`src/rtl/game_sequencer_if.sv`:
```
// Board-side bundle for the breakout game sequencer.
// master drives buttons/status, slave is the sequencer.
interface game_sequencer_if;
    logic       btn_start;
    logic       btn_launch;
    logic       btn_pause;
    logic [1:0] mode_sel;
    logic       vsync;
    logic [9:0] ball_y;
    logic       win_in;
    logic [7:0] block_status1;
    logic [7:0] block_status2;
    logic [7:0] block_status3;
    logic       start;
    logic [1:0] mode;
    logic       ball_run;
    logic       ball_home;
    logic [1:0] lives;
    logic [7:0] score;
    logic [2:0] state;
    logic       game_won;
    logic       game_over;

    modport master (
        output btn_start, btn_launch, btn_pause, mode_sel, vsync,
        output ball_y, win_in, block_status1, block_status2, block_status3,
        input  start, mode, ball_run, ball_home, lives, score, state,
        input  game_won, game_over
    );

    modport slave (
        input  btn_start, btn_launch, btn_pause, mode_sel, vsync,
        input  ball_y, win_in, block_status1, block_status2, block_status3,
        output start, mode, ball_run, ball_home, lives, score, state,
        output game_won, game_over
    );
endinterface

```
`src/rtl/game_sequencer.sv`:
```
// Breakout game-flow FSM: serve, play, pause, miss handling,
// lives and score bookkeeping driven by frame ticks.
module game_sequencer #(
    parameter int unsigned LIVES        = 3,
    parameter logic [9:0]  BOTTOM_EDGE  = 10'd470,
    parameter int unsigned SERVE_FRAMES = 120,
    parameter int unsigned MISS_FRAMES  = 60
) (
    input logic             pxl_clk,
    input logic             reset,
    game_sequencer_if.slave bus
);
    localparam logic [2:0] S_IDLE  = 3'd0;
    localparam logic [2:0] S_LOAD  = 3'd1;
    localparam logic [2:0] S_SERVE = 3'd2;
    localparam logic [2:0] S_PLAY  = 3'd3;
    localparam logic [2:0] S_PAUSE = 3'd4;
    localparam logic [2:0] S_MISS  = 3'd5;
    localparam logic [2:0] S_WON   = 3'd6;
    localparam logic [2:0] S_OVER  = 3'd7;

    localparam logic [7:0] SERVE_LAST = 8'(SERVE_FRAMES - 1);
    localparam logic [7:0] MISS_LAST  = 8'(MISS_FRAMES - 1);

    logic [2:0]  st;
    logic [2:0]  nxt;
    logic [7:0]  frame_cnt;
    logic        start_q;
    logic        launch_q;
    logic        pause_q;
    logic        vsync_q;
    logic [1:0]  mode_q;
    logic [1:0]  lives_q;
    logic [7:0]  score_q;
    logic [23:0] prev_status;
    logic [23:0] cur_status;
    logic [23:0] cleared;
    logic [4:0]  cleared_cnt;
    logic [8:0]  score_sum;
    logic [7:0]  score_next;

    logic start_rise;
    logic launch_rise;
    logic pause_rise;
    logic tick;
    logic miss;
    logic serve_done;
    logic miss_done;

    assign start_rise  = bus.btn_start & ~start_q;
    assign launch_rise = bus.btn_launch & ~launch_q;
    assign pause_rise  = bus.btn_pause & ~pause_q;
    assign tick        = bus.vsync & ~vsync_q;
    assign miss        = tick && (bus.ball_y >= BOTTOM_EDGE);
    assign serve_done  = tick && (frame_cnt == SERVE_LAST);
    assign miss_done   = tick && (frame_cnt == MISS_LAST);

    assign cur_status = {bus.block_status3, bus.block_status2,
                         bus.block_status1};
    assign cleared    = prev_status & ~cur_status;

    always_comb begin
        cleared_cnt = '0;
        for (int i = 0; i < 24; i++) begin
            cleared_cnt = cleared_cnt + 5'(cleared[i]);
        end
        score_sum  = {1'b0, score_q} + {4'b0, cleared_cnt};
        score_next = score_sum[8] ? 8'hff : score_sum[7:0];
    end

    // Win outranks a same-cycle miss so the last ball never costs a life.
    always_comb begin
        nxt = st;
        unique case (st)
            S_IDLE:  if (start_rise) nxt = S_LOAD;
            S_LOAD:  nxt = S_SERVE;
            S_SERVE: if (launch_rise || serve_done) nxt = S_PLAY;
            S_PLAY: begin
                if (bus.win_in)      nxt = S_WON;
                else if (miss)       nxt = S_MISS;
                else if (pause_rise) nxt = S_PAUSE;
            end
            S_PAUSE: if (pause_rise) nxt = S_PLAY;
            S_MISS: begin
                if (miss_done) nxt = (lives_q == 2'd0) ? S_OVER : S_SERVE;
            end
            S_WON:   if (start_rise) nxt = S_IDLE;
            S_OVER:  if (start_rise) nxt = S_IDLE;
            default: nxt = S_IDLE;
        endcase
    end

    always_ff @(posedge pxl_clk) begin
        if (reset) begin
            st          <= S_IDLE;
            frame_cnt   <= '0;
            start_q     <= 1'b0;
            launch_q    <= 1'b0;
            pause_q     <= 1'b0;
            vsync_q     <= 1'b0;
            mode_q      <= '0;
            lives_q     <= '0;
            score_q     <= '0;
            prev_status <= '0;
        end else begin
            start_q     <= bus.btn_start;
            launch_q    <= bus.btn_launch;
            pause_q     <= bus.btn_pause;
            vsync_q     <= bus.vsync;
            prev_status <= cur_status;
            st          <= nxt;
            if (nxt != st) begin
                frame_cnt <= '0;
            end else if (tick) begin
                frame_cnt <= frame_cnt + 8'd1;
            end
            if (st == S_IDLE && start_rise) begin
                mode_q  <= bus.mode_sel;
                lives_q <= 2'(LIVES);
            end else if (st == S_PLAY && nxt == S_MISS) begin
                lives_q <= lives_q - 2'd1;
            end
            if (st == S_IDLE && start_rise) begin
                score_q <= '0;
            end else if (st == S_PLAY || st == S_PAUSE) begin
                score_q <= score_next;
            end
        end
    end

    assign bus.state     = st;
    assign bus.mode      = mode_q;
    assign bus.lives     = lives_q;
    assign bus.score     = score_q;
    assign bus.start     = (st == S_LOAD);
    assign bus.ball_run  = (st == S_PLAY);
    assign bus.ball_home = (st == S_IDLE) || (st == S_LOAD) ||
                           (st == S_SERVE) || (st == S_WON) ||
                           (st == S_OVER);
    assign bus.game_won  = (st == S_WON);
    assign bus.game_over = (st == S_OVER);
endmodule

```
`src/flat_wrapper.sv`:
```
// flat-port wrapper written by rule: the top's interface ports become plain ports
module game_sequencer_flat 
#(
    parameter int unsigned LIVES        = 3,
    parameter logic [9:0]  BOTTOM_EDGE  = 10'd470,
    parameter int unsigned SERVE_FRAMES = 120,
    parameter int unsigned MISS_FRAMES  = 60
)
  (pxl_clk, reset, bus_btn_start, bus_btn_launch, bus_btn_pause, bus_mode_sel, bus_vsync, bus_ball_y, bus_win_in, bus_block_status1, bus_block_status2, bus_block_status3, bus_start, bus_mode, bus_ball_run, bus_ball_home, bus_lives, bus_score, bus_state, bus_game_won, bus_game_over);
  game_sequencer_if bus_i ();
  input logic pxl_clk;
  input logic reset;
  input wire logic [$bits(bus_i.btn_start)-1:0] bus_btn_start;
  input wire logic [$bits(bus_i.btn_launch)-1:0] bus_btn_launch;
  input wire logic [$bits(bus_i.btn_pause)-1:0] bus_btn_pause;
  input wire logic [$bits(bus_i.mode_sel)-1:0] bus_mode_sel;
  input wire logic [$bits(bus_i.vsync)-1:0] bus_vsync;
  input wire logic [$bits(bus_i.ball_y)-1:0] bus_ball_y;
  input wire logic [$bits(bus_i.win_in)-1:0] bus_win_in;
  input wire logic [$bits(bus_i.block_status1)-1:0] bus_block_status1;
  input wire logic [$bits(bus_i.block_status2)-1:0] bus_block_status2;
  input wire logic [$bits(bus_i.block_status3)-1:0] bus_block_status3;
  output wire logic [$bits(bus_i.start)-1:0] bus_start;
  output wire logic [$bits(bus_i.mode)-1:0] bus_mode;
  output wire logic [$bits(bus_i.ball_run)-1:0] bus_ball_run;
  output wire logic [$bits(bus_i.ball_home)-1:0] bus_ball_home;
  output wire logic [$bits(bus_i.lives)-1:0] bus_lives;
  output wire logic [$bits(bus_i.score)-1:0] bus_score;
  output wire logic [$bits(bus_i.state)-1:0] bus_state;
  output wire logic [$bits(bus_i.game_won)-1:0] bus_game_won;
  output wire logic [$bits(bus_i.game_over)-1:0] bus_game_over;
  assign bus_i.btn_start = bus_btn_start;
  assign bus_i.btn_launch = bus_btn_launch;
  assign bus_i.btn_pause = bus_btn_pause;
  assign bus_i.mode_sel = bus_mode_sel;
  assign bus_i.vsync = bus_vsync;
  assign bus_i.ball_y = bus_ball_y;
  assign bus_i.win_in = bus_win_in;
  assign bus_i.block_status1 = bus_block_status1;
  assign bus_i.block_status2 = bus_block_status2;
  assign bus_i.block_status3 = bus_block_status3;
  assign bus_start = bus_i.start;
  assign bus_mode = bus_i.mode;
  assign bus_ball_run = bus_i.ball_run;
  assign bus_ball_home = bus_i.ball_home;
  assign bus_lives = bus_i.lives;
  assign bus_score = bus_i.score;
  assign bus_state = bus_i.state;
  assign bus_game_won = bus_i.game_won;
  assign bus_game_over = bus_i.game_over;
  game_sequencer #(.LIVES(LIVES), .BOTTOM_EDGE(BOTTOM_EDGE), .SERVE_FRAMES(SERVE_FRAMES), .MISS_FRAMES(MISS_FRAMES)) u_core (.pxl_clk(pxl_clk), .reset(reset), .bus(bus_i));
endmodule
```
`config.mk`:
```
export PLATFORM = sky130hd
export DESIGN_NAME = game_sequencer_flat
export DESIGN_NICKNAME = d
export VERILOG_FILES = /design/src/rtl/game_sequencer_if.sv /design/src/rtl/game_sequencer.sv /design/src/flat_wrapper.sv
export SDC_FILE = /design/constraint.sdc
export NUM_CORES = 1
export LEC_CHECK = 0
export ABC_AREA = 1
export CAP_MARGIN = 10
export CORE_ASPECT_RATIO = 1.1
export CORE_MARGIN = 1
export CORE_UTILIZATION = 46
export DETAILED_ROUTE_END_ITERATION = 7
export GPL_ROUTABILITY_DRIVEN = 0
export MAX_ROUTING_LAYER = met4
export PLACE_DENSITY = 0.8
export SLEW_MARGIN = 0
export SYNTH_ARGS = -nofsm -noshare
export SYNTH_HDL_FRONTEND = slang
export SYNTH_SLANG_ARGS = --single-unit
```
`constraint.sdc`:
```
create_clock -name pxl_clk -period 6.5 [get_ports pxl_clk]
set_clock_uncertainty 0.1 [all_clocks]
set_input_delay 1.3 -clock pxl_clk [delete_from_list [all_inputs] [get_ports pxl_clk]]
set_output_delay 1.3 -clock pxl_clk [all_outputs]
set_load 0.01 [all_outputs]
```
==> impl_metrics.json <==
{
  "crit_path_frequent_cell": "fa_1",
  "status": "finished, final reports clean",
  "yosysWarnings": 0,
  "power.leakage_nw": 2.024,
  "cts_max_level": 2,
  "postCtsHoldBufs": 0,
  "drt_pass1_iterations": 4,
  "power_frac_comb": 0.396,
  "min_period_over_period": 0.9676,
  "grt_usage": 0.2028,
  "path_cells": "clkdlybuf4s50_1, inv_1, nand2_1, fa_1, fa_1, fa_1, fa_1, inv_2, fa_1, fa_2, inv_2, fa_2, fa_2, o21ai_2, buf_4, buf_4, buf_4, xor2_1, a31oi_1",
  "crit_type": "in2reg",
  "p_sw_frac": 0.3343,
  "cts_buffer_depth": 2,
  "syn_to_final_growth_pct": 33.84,
  "rows": 30,
  "cp_slowest_cell": "fa_1",
  "drt_iter0_markers": 86,
  "share_clk_of_total_power": 0.213,
  "worst_path_largest_cell_delay_ns": 0.55,
  "grt_pass1_wl_mm": 10.71,
  "ctsRootBufferMaster": "clkbuf_8",
  "grt_max_degree": 34,
  "fillers": 514,
  "yosysSeqAreaShare": 0.3384,
  "placedInstanceArea_mm2": 0.003779,
  "synth-seq-cells": 51,
  "p_seq_frac": 0.391,
  "drive_gt1_frac": 0.1523,
  "slew_viol_final": 0,
  "hold_violations": 0,
  "crit_fanout": 2,
  "syn_nets": 479,
  "hold_end": "u_core.bus.score[7]",
  "hpwl_mm": 4.721,
  "holdWs_ns": 0.4082,
  "die_h_um": 86.94,
  "vias_per_cell": 4.751,
  "wirelength_mm": 6.362,
  "critical_path.endpoint_type": "flip-flop",
  "max_freq_ghz": 0.1590,
  "synth.avg_cell_area_um2": 7.467,
  "maxCapViolations": 0,
  "start_util": 0.4812,
  "worst_ep_arrival_time_ns": 6.38,
  "drc": 0,
  "r2r_setup_slack_ns": 1.03,
  "antenna_found_initial": 0,
  "setup_viol": 0,
  "diodes": 0,
  "min_path_cells": 2,
  "port-buffer-count": 61,
  "min_path_type": "reg2reg",
  "p_int_mw": 0.5736,
  "core-area_mm2": 0.006269,
  "clock-sinks": 51,
  "start_kind": "input pin",
  "final_cell_mix": "inv_1 (87), nor2_1 (61), nand2_1 (59), clkdlybuf4s50_1 (52), dfxtp_1 (51)",
  "synth_area_mm2": 0.003017,
  "r2r_cells": 20,
  "pwr_density_cell_mw_per_mm2": 213.4,
  "timing.rr.start": "u_core.prev_status[0]",
  "ys_types": 32,
  "cts_inserted_buffers": 5,
  "syn-instance-count": 404,
  "routed-via-count": 2689,
  "layout.nets": 560,
  "avgRoutedWirePerCell_um": 11.24,
  "fp.dieW_um": 79.21,
  "r2r_end": "u_core.bus.score[4]",
  "hp-start": "u_core.bus.score[7]",
  "peakVddDrop_mv": 0.1522,
  "design_area_mm2": 0.004038,
  "relSlewSlack": 0.7309,
  "p_switching_mw": 0.2880,
  "clock_latency_ns": 0.31,
  "cts_tree": "done",
  "ant_nets": 0,
  "grt_pass1_vias": 2626,
  "cp_data_required_time_ns": 6.59,
  "tightestPinTransition_ns": 0.4026,
  "fin_crit_ns": 6.289,
  "clkTransAtPathRegs_ns": 0.09,
  "mostFrequentLayoutCell": "inv_1",
  "io_pins": 63,
  "dieArea_mm2": 0.006886,
  "overflow": 0
}
==> how the worst max path moves through the flow <==
stage	endpoint	cells after the start	from	slack, ns
final	u_core.bus.score[4]	19	bus_block_status1[2]	0.21
after global routing	u_core.bus.score[0]	20	bus_block_status1[2]	-0.03
after CTS	u_core.bus.score[6]	23	bus_block_status1[0]	0.002
after detailed placement	u_core.bus.score[0]	21	bus_block_status1[0]	-0.73
after global placement	u_core.bus.score[5]	21	bus_block_status1[0]	-0.63
after floorplan	u_core.bus.score[5]	20	bus_block_status1[0]	0.03
==> stage by stage <==
step	power (mW)	cells	utilization	TNS (ns)	setup slack, ns
3_3_place_gp	0.6042	549	0.6028	-4.592	-0.6321
2_1_floorplan	0.5211	404	-	0	0.02517
3_5_place_dp	0.6208	549	0.6028	-5.245	-0.7344
5_1_grt	0.9213	566	0.6441	-0.08719	-0.02997
4_1_cts	0.8152	563	0.6267	0	0.002447
6_report	0.8616	566	0.6441	0	0.2105
==> cell type report <==
type / count / area, um2 / share of cell area
Clock inverter: 2 / 12.51 / 0.003099
Clock buffer: 6 / 72.57 / 0.01797
Timing Repair Buffer: 80 / 775.7 / 0.1921
Tap cell: 80 / 100.1 / 0.02479
Inverter: 99 / 371.6 / 0.09204
Multi-Input combinational cell: 248 / 1684 / 0.4171
Sequential cell: 51 / 1021 / 0.2529
==> critical path, delay by kind of cell <==
family	cells	cell delay, ns
compound gates	2	0.28
simple gates	1	0.07
xor+xnor	1	0.14
buf+inv	7	0.93
fa+ha+maj	8	3.66
==> cell families (layout without fill, tap and decap cells) <==
| logic type | count (synthesis) | count (layout) | share of synthesized area |
|---|---|---|---|
| simple gates | 175 | 175 | 0.2605 |
| fa+ha+maj | 32 | 32 | 0.1775 |
| xor+xnor | 12 | 12 | 0.03484 |
| buf+inv | 105 | 187 | 0.1331 |
| compound gates | 28 | 28 | 0.05226 |
| flops | 51 | 51 | 0.3384 |
| mux | 1 | 1 | 0.003318 |
==> cells in the mapped netlist <==
library cell  instances  area (um2)
o211ai_1              1       7.510
xor2_1               10       87.58
dfxtp_1              51        1021
nand2_1              66       247.7
o211a_1               1       10.01
nor2_4                2       22.52
or2_2                 2       12.51
xnor2_1               2       17.52
nor3_1               10       50.05
fa_1                 18       360.4
nor2_1               62       232.7
inv_2                 3       11.26
mux2i_1               1       10.01
nand3_2               2       20.02
nand2_2               4       25.02
o21ai_0               8       40.04
buf_4                 2       15.01
clkbuf_1              4       15.01
a31oi_1               3       18.77
nand3_1              11       55.05
ha_1                 14       175.2
a41oi_1               1       8.760
or2_1                 1       6.260
nor2_2                3       18.77
and3_1                2       12.51
o21bai_1              1       7.510
a21oi_1              13       65.06
inv_1                96       360.4
nand4_1               7       43.79
nor3_2                1       10.01
nand3_4               1       17.52
nand2_4               1       11.26
==> power groups by stage <==
stage	registers, mW	clock network [mW]	logic [mW]
2_1_floorplan	0.345	0	0.176
3_3_place_gp	0.343	0	0.261
3_5_place_dp	0.344	0	0.277
4_1_cts	0.337	0.188	0.291
5_1_grt	0.339	0.198	0.384
6_report	0.337	0.183	0.341
==> routing by layer <==
layer	up-vias	track usage	routed length, um
li1	1366	-	-
met1	1217	0.2169	2539
met2	85	0.3707	3252
met4	0	0.06942	222
met3	21	0.04084	348
met5	-	-	0
==> sequential cells by signal, summed over array words and instances, names as in the netlist <==
signal / count
u_core.prev_status: 24
u_core.bus.score: 8
u_core.frame_cnt: 8
u_core.bus.state: 3
u_core.bus.lives: 2
u_core.bus.mode: 2
u_core.launch_q: 1
u_core.pause_q: 1
u_core.start_q: 1
u_core.vsync_q: 1
==> timing repair <==
item / CTS / global route
pin swaps: 17 / 25
endpoints found under the setup margin: 8 / 8
buffers inserted: 6 / 4
resized for setup: 7 / 30
hold endpoints to repair: 0 / 0
(Power assumes the default switching activity.)
